**config.mk**
```make
export PLATFORM = sky130hd
export DESIGN_NAME = fifo_wr_arb
export DESIGN_NICKNAME = d
export VERILOG_FILES = /design/src/rtl/fifo_wr_arb.sv
export SDC_FILE = /design/constraint.sdc
export NUM_CORES = 1
export LEC_CHECK = 0
export ABC_AREA = 1
export CAP_MARGIN = 0
export CELL_PAD_IN_SITES_DETAIL_PLACEMENT = 1
export CELL_PAD_IN_SITES_GLOBAL_PLACEMENT = 2
export CORE_MARGIN = 3
export CORE_UTILIZATION = 22
export CTS_BUF_LIST = sky130_fd_sc_hd__clkbuf_8
export DETAILED_ROUTE_END_ITERATION = 10
export PLACE_DENSITY = 0.89
export REMOVE_ABC_BUFFERS = 1
export SLEW_MARGIN = 20
export SYNTH_ARGS = -nofsm -noshare
export SYNTH_HDL_FRONTEND = slang
export SYNTH_SLANG_ARGS = --single-unit
```
**constraint.sdc**
```tcl
create_clock -name clk -period 4.6 [get_ports clk]
set_clock_uncertainty 0.05 [all_clocks]
set_input_delay 0.69 -clock clk [delete_from_list [all_inputs] [get_ports clk]]
set_output_delay 0.69 -clock clk [all_outputs]
set_load 0.02 [all_outputs]
```
**src/rtl/fifo_wr_arb.sv**
```systemverilog
// fifo_wr_arb: round-robin arbiter sharing one FIFO write port among N_REQ requesters in bursts.
// Optional statistics counters are enabled by defining FIFO_WR_ARB_STATS_EN.
module fifo_wr_arb #(
  parameter int N_REQ      = 4,
  parameter int DATA_WIDTH = 8,
  parameter int BURST_MAX  = 4
) (
  input  logic                        clk,
  input  logic                        rst,
  input  logic [N_REQ-1:0]            req,
  input  logic [N_REQ*DATA_WIDTH-1:0] req_data,
  input  logic                        full,
  output logic [N_REQ-1:0]            gnt,
  output logic [N_REQ-1:0]            ack,
  output logic                        w_en,
  output logic [DATA_WIDTH-1:0]       w_data,
  output logic                        busy
`ifdef FIFO_WR_ARB_STATS_EN
  ,
  output logic [N_REQ*16-1:0]         wr_count,
  output logic [15:0]                 stall_count
`endif
);

  localparam int PTR_W = $clog2(N_REQ);
  localparam int CNT_W = $clog2(BURST_MAX + 1);
  localparam logic [PTR_W-1:0] LAST_IDX  = PTR_W'(N_REQ - 1);
  localparam logic [CNT_W-1:0] LAST_BEAT = CNT_W'(BURST_MAX - 1);
  localparam logic [PTR_W:0]   N_WRAP    = (PTR_W + 1)'(N_REQ);

  typedef enum logic {IDLE, BUSY} state_t;

  state_t           state;
  logic [PTR_W-1:0] rr_ptr;
  logic [CNT_W-1:0] beat_cnt;
  logic [PTR_W-1:0] gnt_idx;
  logic [PTR_W-1:0] next_ptr;
  logic [PTR_W-1:0] search_start;
  logic [PTR_W-1:0] found_idx;
  logic [PTR_W:0]   pos;
  logic [N_REQ-1:0] found_onehot;
  logic             found;
  logic             gnt_req;
  logic             release_gnt;

  always_comb begin
    gnt_idx = '0;
    w_data  = '0;
    for (int i = 0; i < N_REQ; i++) begin
      if (gnt[i]) begin
        gnt_idx = PTR_W'(i);
        w_data  = req_data[i*DATA_WIDTH +: DATA_WIDTH];
      end
    end
  end

  assign gnt_req  = |(gnt & req);
  assign w_en     = gnt_req & ~full;
  assign ack      = gnt & {N_REQ{w_en}};
  assign busy     = |gnt;
  assign next_ptr = (gnt_idx == LAST_IDX) ? '0 : gnt_idx + 1'b1;

  // A stalled burst keeps its grant; only a completed burst or a dropped request lets go.
  assign release_gnt  = (state == BUSY) && ((w_en && (beat_cnt == LAST_BEAT)) || !gnt_req);
  assign search_start = (state == BUSY) ? next_ptr : rr_ptr;

  always_comb begin
    found     = 1'b0;
    found_idx = '0;
    pos       = '0;
    for (int k = 0; k < N_REQ; k++) begin
      pos = {1'b0, search_start} + (PTR_W + 1)'(k);
      if (pos >= N_WRAP) pos = pos - N_WRAP;
      if (!found && req[pos[PTR_W-1:0]]) begin
        found     = 1'b1;
        found_idx = pos[PTR_W-1:0];
      end
    end
    found_onehot = {{(N_REQ-1){1'b0}}, 1'b1} << found_idx;
  end

  // Searching from just past the releasing requester makes it the last candidate, so
  // a lone requester is simply re-granted without a bubble.
  always_ff @(posedge clk or negedge rst) begin
    if (!rst) begin
      state    <= IDLE;
      gnt      <= '0;
      rr_ptr   <= '0;
      beat_cnt <= '0;
    end else begin
      case (state)
        IDLE: begin
          if (found) begin
            gnt      <= found_onehot;
            beat_cnt <= '0;
            state    <= BUSY;
          end
        end
        BUSY: begin
          if (release_gnt) begin
            rr_ptr   <= next_ptr;
            beat_cnt <= '0;
            if (found) begin
              gnt <= found_onehot;
            end else begin
              gnt   <= '0;
              state <= IDLE;
            end
          end else if (w_en) begin
            beat_cnt <= beat_cnt + 1'b1;
          end
        end
        default: state <= IDLE;
      endcase
    end
  end

`ifdef FIFO_WR_ARB_STATS_EN
  logic [15:0] wr_cnt [N_REQ];

  always_ff @(posedge clk or negedge rst) begin
    if (!rst) begin
      for (int i = 0; i < N_REQ; i++) wr_cnt[i] <= '0;
      stall_count <= '0;
    end else begin
      for (int i = 0; i < N_REQ; i++) begin
        if (ack[i] && (wr_cnt[i] != 16'hFFFF)) wr_cnt[i] <= wr_cnt[i] + 16'd1;
      end
      if (busy && gnt_req && full && (stall_count != 16'hFFFF)) stall_count <= stall_count + 16'd1;
    end
  end

  always_comb begin
    wr_count = '0;
    for (int i = 0; i < N_REQ; i++) wr_count[i*16 +: 16] = wr_cnt[i];
  end
`endif

endmodule

```
==> flow_summary.yaml, run 1 <==
worst_setup_path:
  endpoint_kind: "output port"
  rrSetupSlack_ns: 2.22
  arrival_ns: 2.62
  required_ns: 3.86
  start_kind: "primary input"
  path_depth: 8
  crit_path_end: "ack[0]"
  path_cells: "clkdlybuf4s50_1, inv_1, o22ai_1, nor2_1, nor2_1, inv_1, nor2_1, clkdlybuf4s50_1"
  rr_endpoint: "gnt[1]"
  max_stage_delay_ns: 0.62
  worstPathMaxFanout: 4
  critPathLaunch: "req[0]"
  timing.critical_path.buf_inv: 4
  worst_path_dominant_cell_family: "buffers and inverters"
  crit-reg2reg-launch: "gnt[2]"
  slowest_stage: "clkdlybuf4s50_1"
  critPathMostFrequentCell: "nor2_1"
  reg2reg_depth: 14
  crit_type: "primary input to output port"
clocking:
  postCtsSetupBuffers: 0
  cts_resized: 0
  insertion_delay_ns: 0.24
  max-clock-path-buffers: 2
  hold_buffers: 0
  clock-root-buffer: "clkbuf_8"
  htreeDepth: 1
  cts_made_buffers: 3
  cts_tree: "built"
  clkTransAtPathRegs_ns: 0.05
  clock-sinks: 10
floorplanning:
  die_x_um: 79.7
  rows: 26
  core_area_um2: 5170
  die_h_um: 79.7
  initial_utilization_pct: 23.1
  dieArea_um2: 6350
  ioPinCount: 57
yosys:
  synth.avg_cell_area_um2: 6.35
  ys_seq_area_share_pct: 21.0
  yosysTopAreaCellShare_pct: 21.0
  synth.top_cells.by_count: "nand2_1 (54), a21oi_1 (19), nand3_1 (19)"
  ys.warnings.count: 0
  yosysMostFrequentCell: "nand2_1"
  yosys.cell_types.count: 26
  synth-edff-count: 0
  synth-seq-cells: 10
  async_reset_ff_share_pct: 100
  synthCells: 188
  yosys.area.top_type: "dfrtp_1"
  ys_top_cells_by_area: "dfrtp_1 (21%), nand2_1 (17%), a21oi_1 (8.0%)"
  ys.flop_type: "dfrtp_1"
  synthesis.area_um2: 1190
routing:
  drt-initial-drc-count: 34
  antenna_left: 0
  drt-pass1-iter-count: 4
  wl_per_cell_um: 13.8
  drt-total-wl_um: 4280
  viasPerCell: 4.58
  drc: 0
  num_vias: 1424
grt:
  grt_pass1_vias: 1374
  grt_max_degree: 21
  grt_overflow: 0
  grt_usage_pct: 13.9
  grt_pass1_wl_um: 7000
  antenna_found_initial: 0
placed_design:
  place_ws_ns: 1.26
  hpwl_um: 3470
  place_congestion: 0.775
  io_buffer_count: 56
  placed_cells: 308
cells_and_area:
  nNetsFinal: 284
  diodes: 0
  syn_to_final_growth_pct: 54.8
  multi_input_area_um2: 822
  fillers: 637
  drive_gt1_share_pct: 13.7
  layoutNonFillerInstCount: 311
  seq_area_um2: 250
power:
  powerDensity_nw_per_um2: 670
  finalPower_w: 0.00124
  peakVddDrop_uv: 248
  leakagePower_nw: 0.808
hold_path:
  hold_path_class: "register to register"
timing:
  hold_ws_ns: 0.436
  setup_viol: 0
  worst_slew_pin_slew_ns: 0.663
  drv_slew: 0
  worst_slack_ns: 1.24
  slew_headroom_pct: 55.8
  period_share_pct: 73.0
  hold_viol: 0
  min_period_ns: 3.36
  rsz0062_at_grt: "false"
  max_freq_ghz: 0.298
  tns_ns: 0
run_status:
  outcome: "completed"
job:
  drv_cap: 0
-- per-stage QoR --
| step | area [µm²] | utilization (%) |
|---|---|---|
| 2_1_floorplan | 1150 | - |
| 3_3_place_gp | 1810 | 34.9 |
| 3_5_place_dp | 1810 | 34.9 |
| 4_1_cts | 1850 | 35.7 |
| 5_1_grt | 1850 | 35.7 |
| 6_report | 1850 | 35.7 |
-- metal layers --
metal / vias up / global-route usage, % / wire (µm)
met1: 644 / 18.8 / 2090
met4: 0 / 1.55 / 19
met3: 2 / 3.95 / 327
li1: 727 / - / -
met2: 51 / 22.5 / 1850
met5: - / 0 / 0
-- placed cells by master, fill, tap and decap left out, types with 3 or more instances in the layout --
cell,instances
dfrtp_1,10
nand4_1,4
clkbuf_8,3
inv_2,7
nand2_1,54
o21ai_0,9
nand3_2,4
nor2_1,12
clkdlybuf4s50_1,56
inv_1,14
a21oi_1,19
o21ai_1,3
nand2_4,4
o22ai_1,3
nand2_2,7
nand3_1,19
-- final cells by class --
cell class              count  share of cell area (%)
clock buffers               3                    2.23
inverters                  21                    4.27
multi-input cells         150                    44.5
flip-flops and latches     10                    13.5
well taps                  70                    4.74
repair buffers             57                    30.7
-- flip-flops by register name, indices dropped and copies added (netlist names) --
register and flops:
gnt 4, rr_ptr 2, state 1, beat_cnt 3
-- where the power goes --
part           switching, W  internal, W  leakage [nW]  total (W)
logic              0.000602     0.000369         0.660   0.000971
clock network     0.0000359    0.0000575        0.0216  0.0000934
registers         0.0000526     0.000121         0.127   0.000174
-- logic make-up after synthesis --
kind of cell,share of synthesized area (%)
and+or+nand+nor,50.3
AOI/OAI and AO/OA,16.5
buffers and inverters,10.2
DFF,21.0
adders and majority gates,2.10
-- how the worst min path moves through the flow --
stage                start          end  slack [ns]  cells after the start
2_1_floorplan          rst  beat_cnt[0]        0.34                      0
3_3_place_gp   beat_cnt[2]  beat_cnt[2]        0.42                      2
3_5_place_dp   beat_cnt[0]  beat_cnt[0]        0.43                      1
4_1_cts        beat_cnt[0]  beat_cnt[0]        0.44                      1
5_1_grt        beat_cnt[0]  beat_cnt[0]        0.49                      1
6_report       beat_cnt[0]  beat_cnt[0]        0.44                      1
Power figures use the tool's default switching activity.
==> inputs of run 2 (changes only) <==
--- a/config.mk
+++ b/config.mk
@@ -10,10 +10,10 @@
 export CELL_PAD_IN_SITES_DETAIL_PLACEMENT = 1
 export CELL_PAD_IN_SITES_GLOBAL_PLACEMENT = 2
 export CORE_MARGIN = 3
-export CORE_UTILIZATION = 22
+export CORE_UTILIZATION = 19
 export CTS_BUF_LIST = sky130_fd_sc_hd__clkbuf_8
 export DETAILED_ROUTE_END_ITERATION = 10
-export PLACE_DENSITY = 0.89
+export PLACE_DENSITY = 0.81
 export REMOVE_ABC_BUFFERS = 1
 export SLEW_MARGIN = 20
 export SYNTH_ARGS = -nofsm -noshare
==> constraint.sdc (replaced) <==
create_clock -name clk -period 2.77 [get_ports clk]
set_clock_uncertainty 0.05 [all_clocks]
set_input_delay 0.4155 -clock clk [delete_from_list [all_inputs] [get_ports clk]]
set_output_delay 0.4155 -clock clk [all_outputs]
set_load 0.02 [all_outputs]
==> flow_summary.yaml, run 2 (same netlist as run 1, synthesis figures left out) <==
clocking:
  hold_buffers: 0
  insertion_delay_ns: 0.23
  clock-root-buffer: "clkbuf_8"
  cts_tree: "built"
  max-clock-path-buffers: 2
  cts_resized: 0
  htreeDepth: 1
  clock-sinks: 10
  postCtsSetupBuffers: 0
  cts_made_buffers: 3
  clkTransAtPathRegs_ns: 0.05
floorplanning:
  ioPinCount: 57
  dieArea_um2: 7270
  die_h_um: 85.3
  die_x_um: 85.3
  rows: 28
  core_area_um2: 5990
  initial_utilization_pct: 19.9
power:
  leakagePower_nw: 0.829
  peakVddDrop_uv: 377
  powerDensity_nw_per_um2: 1100
timing:
  slew_headroom_pct: 68.3
  worst_slew_pin_slew_ns: 0.475
  hold_viol: 0
  rsz0062_at_grt: "false"
  min_period_ns: 2.61
  drv_slew: 0
  max_freq_ghz: 0.383
  tns_ns: 0
  setup_viol: 0
  worst_slack_ns: 0.159
  period_share_pct: 94.3
cells_and_area:
  top_regs: "gnt x4, beat_cnt x3, rr_ptr x2"
  final_cell_mix: "clkdlybuf4s50_1 (56), nand2_1 (54), nand3_1 (19), a21oi_1 (19), inv_1 (14)"
  largest_reg_flops: 4
  diodes: 0
  drive_gt1_share_pct: 15.1
  top_register: "gnt"
  layoutNonFillerInstCount: 320
  syn_to_final_growth_pct: 57.9
  nNetsFinal: 288
  final_common_cell: "clkdlybuf4s50_1"
placed_design:
  place_ws_ns: 0.168
  io_buffer_count: 56
  placed_cells: 317
  place_congestion: 0.744
  hpwl_um: 3360
grt:
  grt_pass1_vias: 1478
  grt_overflow: 0
  antenna_found_initial: 0
  grt_max_degree: 20
  grt_usage_pct: 11.5
  grt_pass1_wl_um: 7000
job:
  drv_cap: 0
routing:
  wl_per_cell_um: 12.8
  antenna_left: 0
  drt-initial-drc-count: 24
  viasPerCell: 4.40
  drc: 0
  drt-pass1-iter-count: 4
  num_vias: 1408
  drt-total-wl_um: 4090
worst_setup_path:
  endpoint_kind: "output port"
  start_kind: "primary input"
  arrival_ns: 2.15
  required_ns: 2.30
  crit_type: "primary input to output port"
  worstPathMaxFanout: 4
run_status:
  outcome: "completed"
hold_path:
  hold_path_class: "register to register"
## run 2: cell types whose count changed in the layout (fill, tap and decap cells not counted)
cell,delta
buf_4,+4
## run 2: cell type report
type                    instances  area [µm²]
inverters                      21        78.8
clock buffers                   3        41.3
repair buffers                 61         598
well taps                      75        93.8
fillers                       751        4110
multi-input cells             150         822
flip-flops and latches         10         250
## run 2: worst paths after layout
check / from / to / slack (ns) / cells past startpoint
max: req[0] / ack[0] / 0.16 / 8
min: beat_cnt[0] / beat_cnt[0] / 0.43 / 1
max reg2reg: gnt[3] / gnt[0] / 0.60 / 14
min reg2reg: beat_cnt[0] / beat_cnt[0] / 0.43 / 1
max in group asynchronous: rst / gnt[3] / 1.89 / 1
min in group asynchronous: rst / rr_ptr[1] / 0.46 / 1
## run 2: stage by stage
step	hold WS, ns	util [%]	total power [W]	area (µm²)
2_1_floorplan	0.0699	-	0.00139	1150
3_3_place_gp	0.426	30.8	0.00193	1840
3_5_place_dp	0.433	30.8	0.00195	1840
4_1_cts	0.442	31.5	0.00211	1880
5_1_grt	0.480	31.5	0.00230	1880
6_report	0.434	31.5	0.00208	1880
## run 2: per-layer routing
metal / GRT usage [%] / share of wire, % / wire length [µm]
met1: 16.8 / 53 / 2150
met5: 0 / 0 / 0
met2: 18.0 / 42 / 1700
met4: 1.29 / 0 / 0
met3: 2.33 / 5.8 / 238
## run 2: worst max-delay path: stages
cell and delay [ns]:
clkdlybuf4s50_1 0.48, inv_1 0.07, o22ai_1 0.14, nor2_1 0.09
nor2_1 0.13, inv_1 0.10, nor2_1 0.10, clkdlybuf4s50_1 0.61
## run 2: where the power goes
part	switching (W)	internal (W)
registers	0.0000404	0.000203
logic	0.00105	0.000638
clock network	0.0000538	0.0000949
total	0.00114	0.000935
==> inputs of run 3 (changes only) <==
--- a/config.mk
+++ b/config.mk
@@ -7,7 +7,7 @@
 export LEC_CHECK = 0
 export ABC_AREA = 1
 export CAP_MARGIN = 0
-export CELL_PAD_IN_SITES_DETAIL_PLACEMENT = 1
+export CELL_PAD_IN_SITES_DETAIL_PLACEMENT = 0
 export CELL_PAD_IN_SITES_GLOBAL_PLACEMENT = 2
 export CORE_MARGIN = 3
 export CORE_UTILIZATION = 19
==> flow_summary.yaml, run 3 (same netlist as run 1, synthesis figures left out) <==
worst_setup_path:
  max_stage_delay_ns: 0.60
  endpoint_kind: "output port"
  crit_type: "primary input to output port"
  arrival_ns: 2.07
  worstPathMaxFanout: 3
  path_cells: "clkdlybuf4s50_1, inv_1, o22ai_1, nor2_1, nor2_1, buf_4, clkdlybuf4s50_1"
  critPathLaunch: "req[0]"
  slowest_stage: "clkdlybuf4s50_1"
  worst_path_dominant_cell_family: "buffers and inverters"
  crit-reg2reg-launch: "gnt[3]"
  start_kind: "primary input"
  timing.critical_path.buf_inv: 4
  required_ns: 2.30
power:
  peakVddDrop_uv: 374
  powerDensity_nw_per_um2: 1100
  finalPower_w: 0.00210
  leakagePower_nw: 0.908
routing:
  viasPerCell: 4.22
  drt-initial-drc-count: 22
  wl_per_cell_um: 12.0
  drc: 0
  num_vias: 1356
  drt-pass1-iter-count: 4
  antenna_left: 0
  drt-total-wl_um: 3850
grt:
  grt_max_degree: 20
  grt_overflow: 0
  grt_usage_pct: 10.7
  antenna_found_initial: 0
  grt_pass1_wl_um: 6440
  grt_pass1_vias: 1352
timing:
  tns_ns: 0
  rsz0062_at_grt: "false"
  drv_slew: 0
  slew_headroom_pct: 68.1
  hold_viol: 0
  max_freq_ghz: 0.394
  setup_viol: 0
  hold_ws_ns: 0.429
  worst_slew_pin_slew_ns: 0.477
  min_period_ns: 2.54
  period_share_pct: 91.7
cells_and_area:
  nNetsFinal: 288
  top_regs: "gnt x4, beat_cnt x3, rr_ptr x2"
  final_common_cell: "nand2_1"
  largest_reg_flops: 4
  top_register: "gnt"
  diodes: 0
  final_cell_mix: "nand2_1 (54), clkdlybuf4s50_1 (52), nand3_1 (19), a21oi_1 (19), inv_1 (14)"
  syn_to_final_growth_pct: 59.9
  drive_gt1_share_pct: 15.4
  fillers: 656
clocking:
  clock-sinks: 10
  cts_made_buffers: 3
  cts_tree: "built"
  insertion_delay_ns: 0.24
  clock-root-buffer: "clkbuf_8"
  max-clock-path-buffers: 2
  clkTransAtPathRegs_ns: 0.05
  postCtsSetupBuffers: 0
  htreeDepth: 1
hold_path:
  hold_path_class: "register to register"
  min-delay-start: "beat_cnt[0]"
placed_design:
  place_congestion: 0.744
  hpwl_um: 2990
  io_buffer_count: 56
floorplanning:
  core_area_um2: 5990
  rows: 28
  die_h_um: 85.3
  die_x_um: 85.3
  dieArea_um2: 7270
  initial_utilization_pct: 19.9
  ioPinCount: 57
run_status:
  outcome: "completed"
job:
  drv_cap: 0
[run 3: cell types whose count changed in the layout (fill, tap and decap cells not counted)]
cell             previous run  this run
clkbuf_8                    3         4
clkdlybuf4s50_1            56        52
dlymetal6s2s_1              0         4
[run 3: path summary, 6_finish.rpt]
| check | end | slack, ns | depth (start not counted) |
|---|---|---|---|
| setup reg to reg | gnt[1] | 0.63 | 14 |
| max in group asynchronous | beat_cnt[2] | 1.89 | 1 |
| hold / removal | beat_cnt[0] | 0.43 | 1 |
| min in group asynchronous | beat_cnt[0] | 0.45 | 1 |
| hold reg to reg | beat_cnt[0] | 0.43 | 1 |
| setup / recovery | w_en | 0.23 | 7 |
[run 3: what timing repair did]
action                     4_1_cts  5_1_grt
resized for setup                0        4
hold buffers                     0        0
setup endpoints to repair        0        4
[run 3: stage by stage]
stage          utilization, %  setup WS, ns  instances  cell area (µm²)
6_report                 31.9         0.231        321             1910
3_3_place_gp             30.8         0.166        317             1840
4_1_cts                  31.7         0.171        321             1900
5_1_grt                  31.9        0.0942        321             1910
2_1_floorplan               -         0.355        181             1150
3_5_place_dp             30.8         0.186        317             1840
[run 3: layout make-up]
class	instances	area [µm²]	share of cell area [%]
clock buffers	4	55.1	2.89
inverters	21	78.8	4.13
multi-input cells	150	822	43.1
flip-flops and latches	10	250	13.1
well taps	75	93.8	4.92
repair buffers	61	608	31.9
[run 3: layer usage]
metal / vias to the layer above / part of all wire (%) / GRT usage [%]
li1: 735 / - / -
met1: 573 / 49 / 15.6
met2: 48 / 42 / 16.6
met3: 0 / 8.8 / 2.52
met4: 0 / 0 / 0.863
met5: - / 0 / 0
[run 3: power by group]
| group | internal, W | switching (W) | total, W | leakage (nW) |
|---|---|---|---|---|
| sequential | 0.000202 | 0.0000407 | 0.000243 | 0.127 |
| clock | 0.000125 | 0.0000630 | 0.000188 | 0.0288 |
| combinational | 0.000636 | 0.00103 | 0.00166 | 0.753 |
| total | 0.000964 | 0.00113 | 0.00210 | 0.908 |
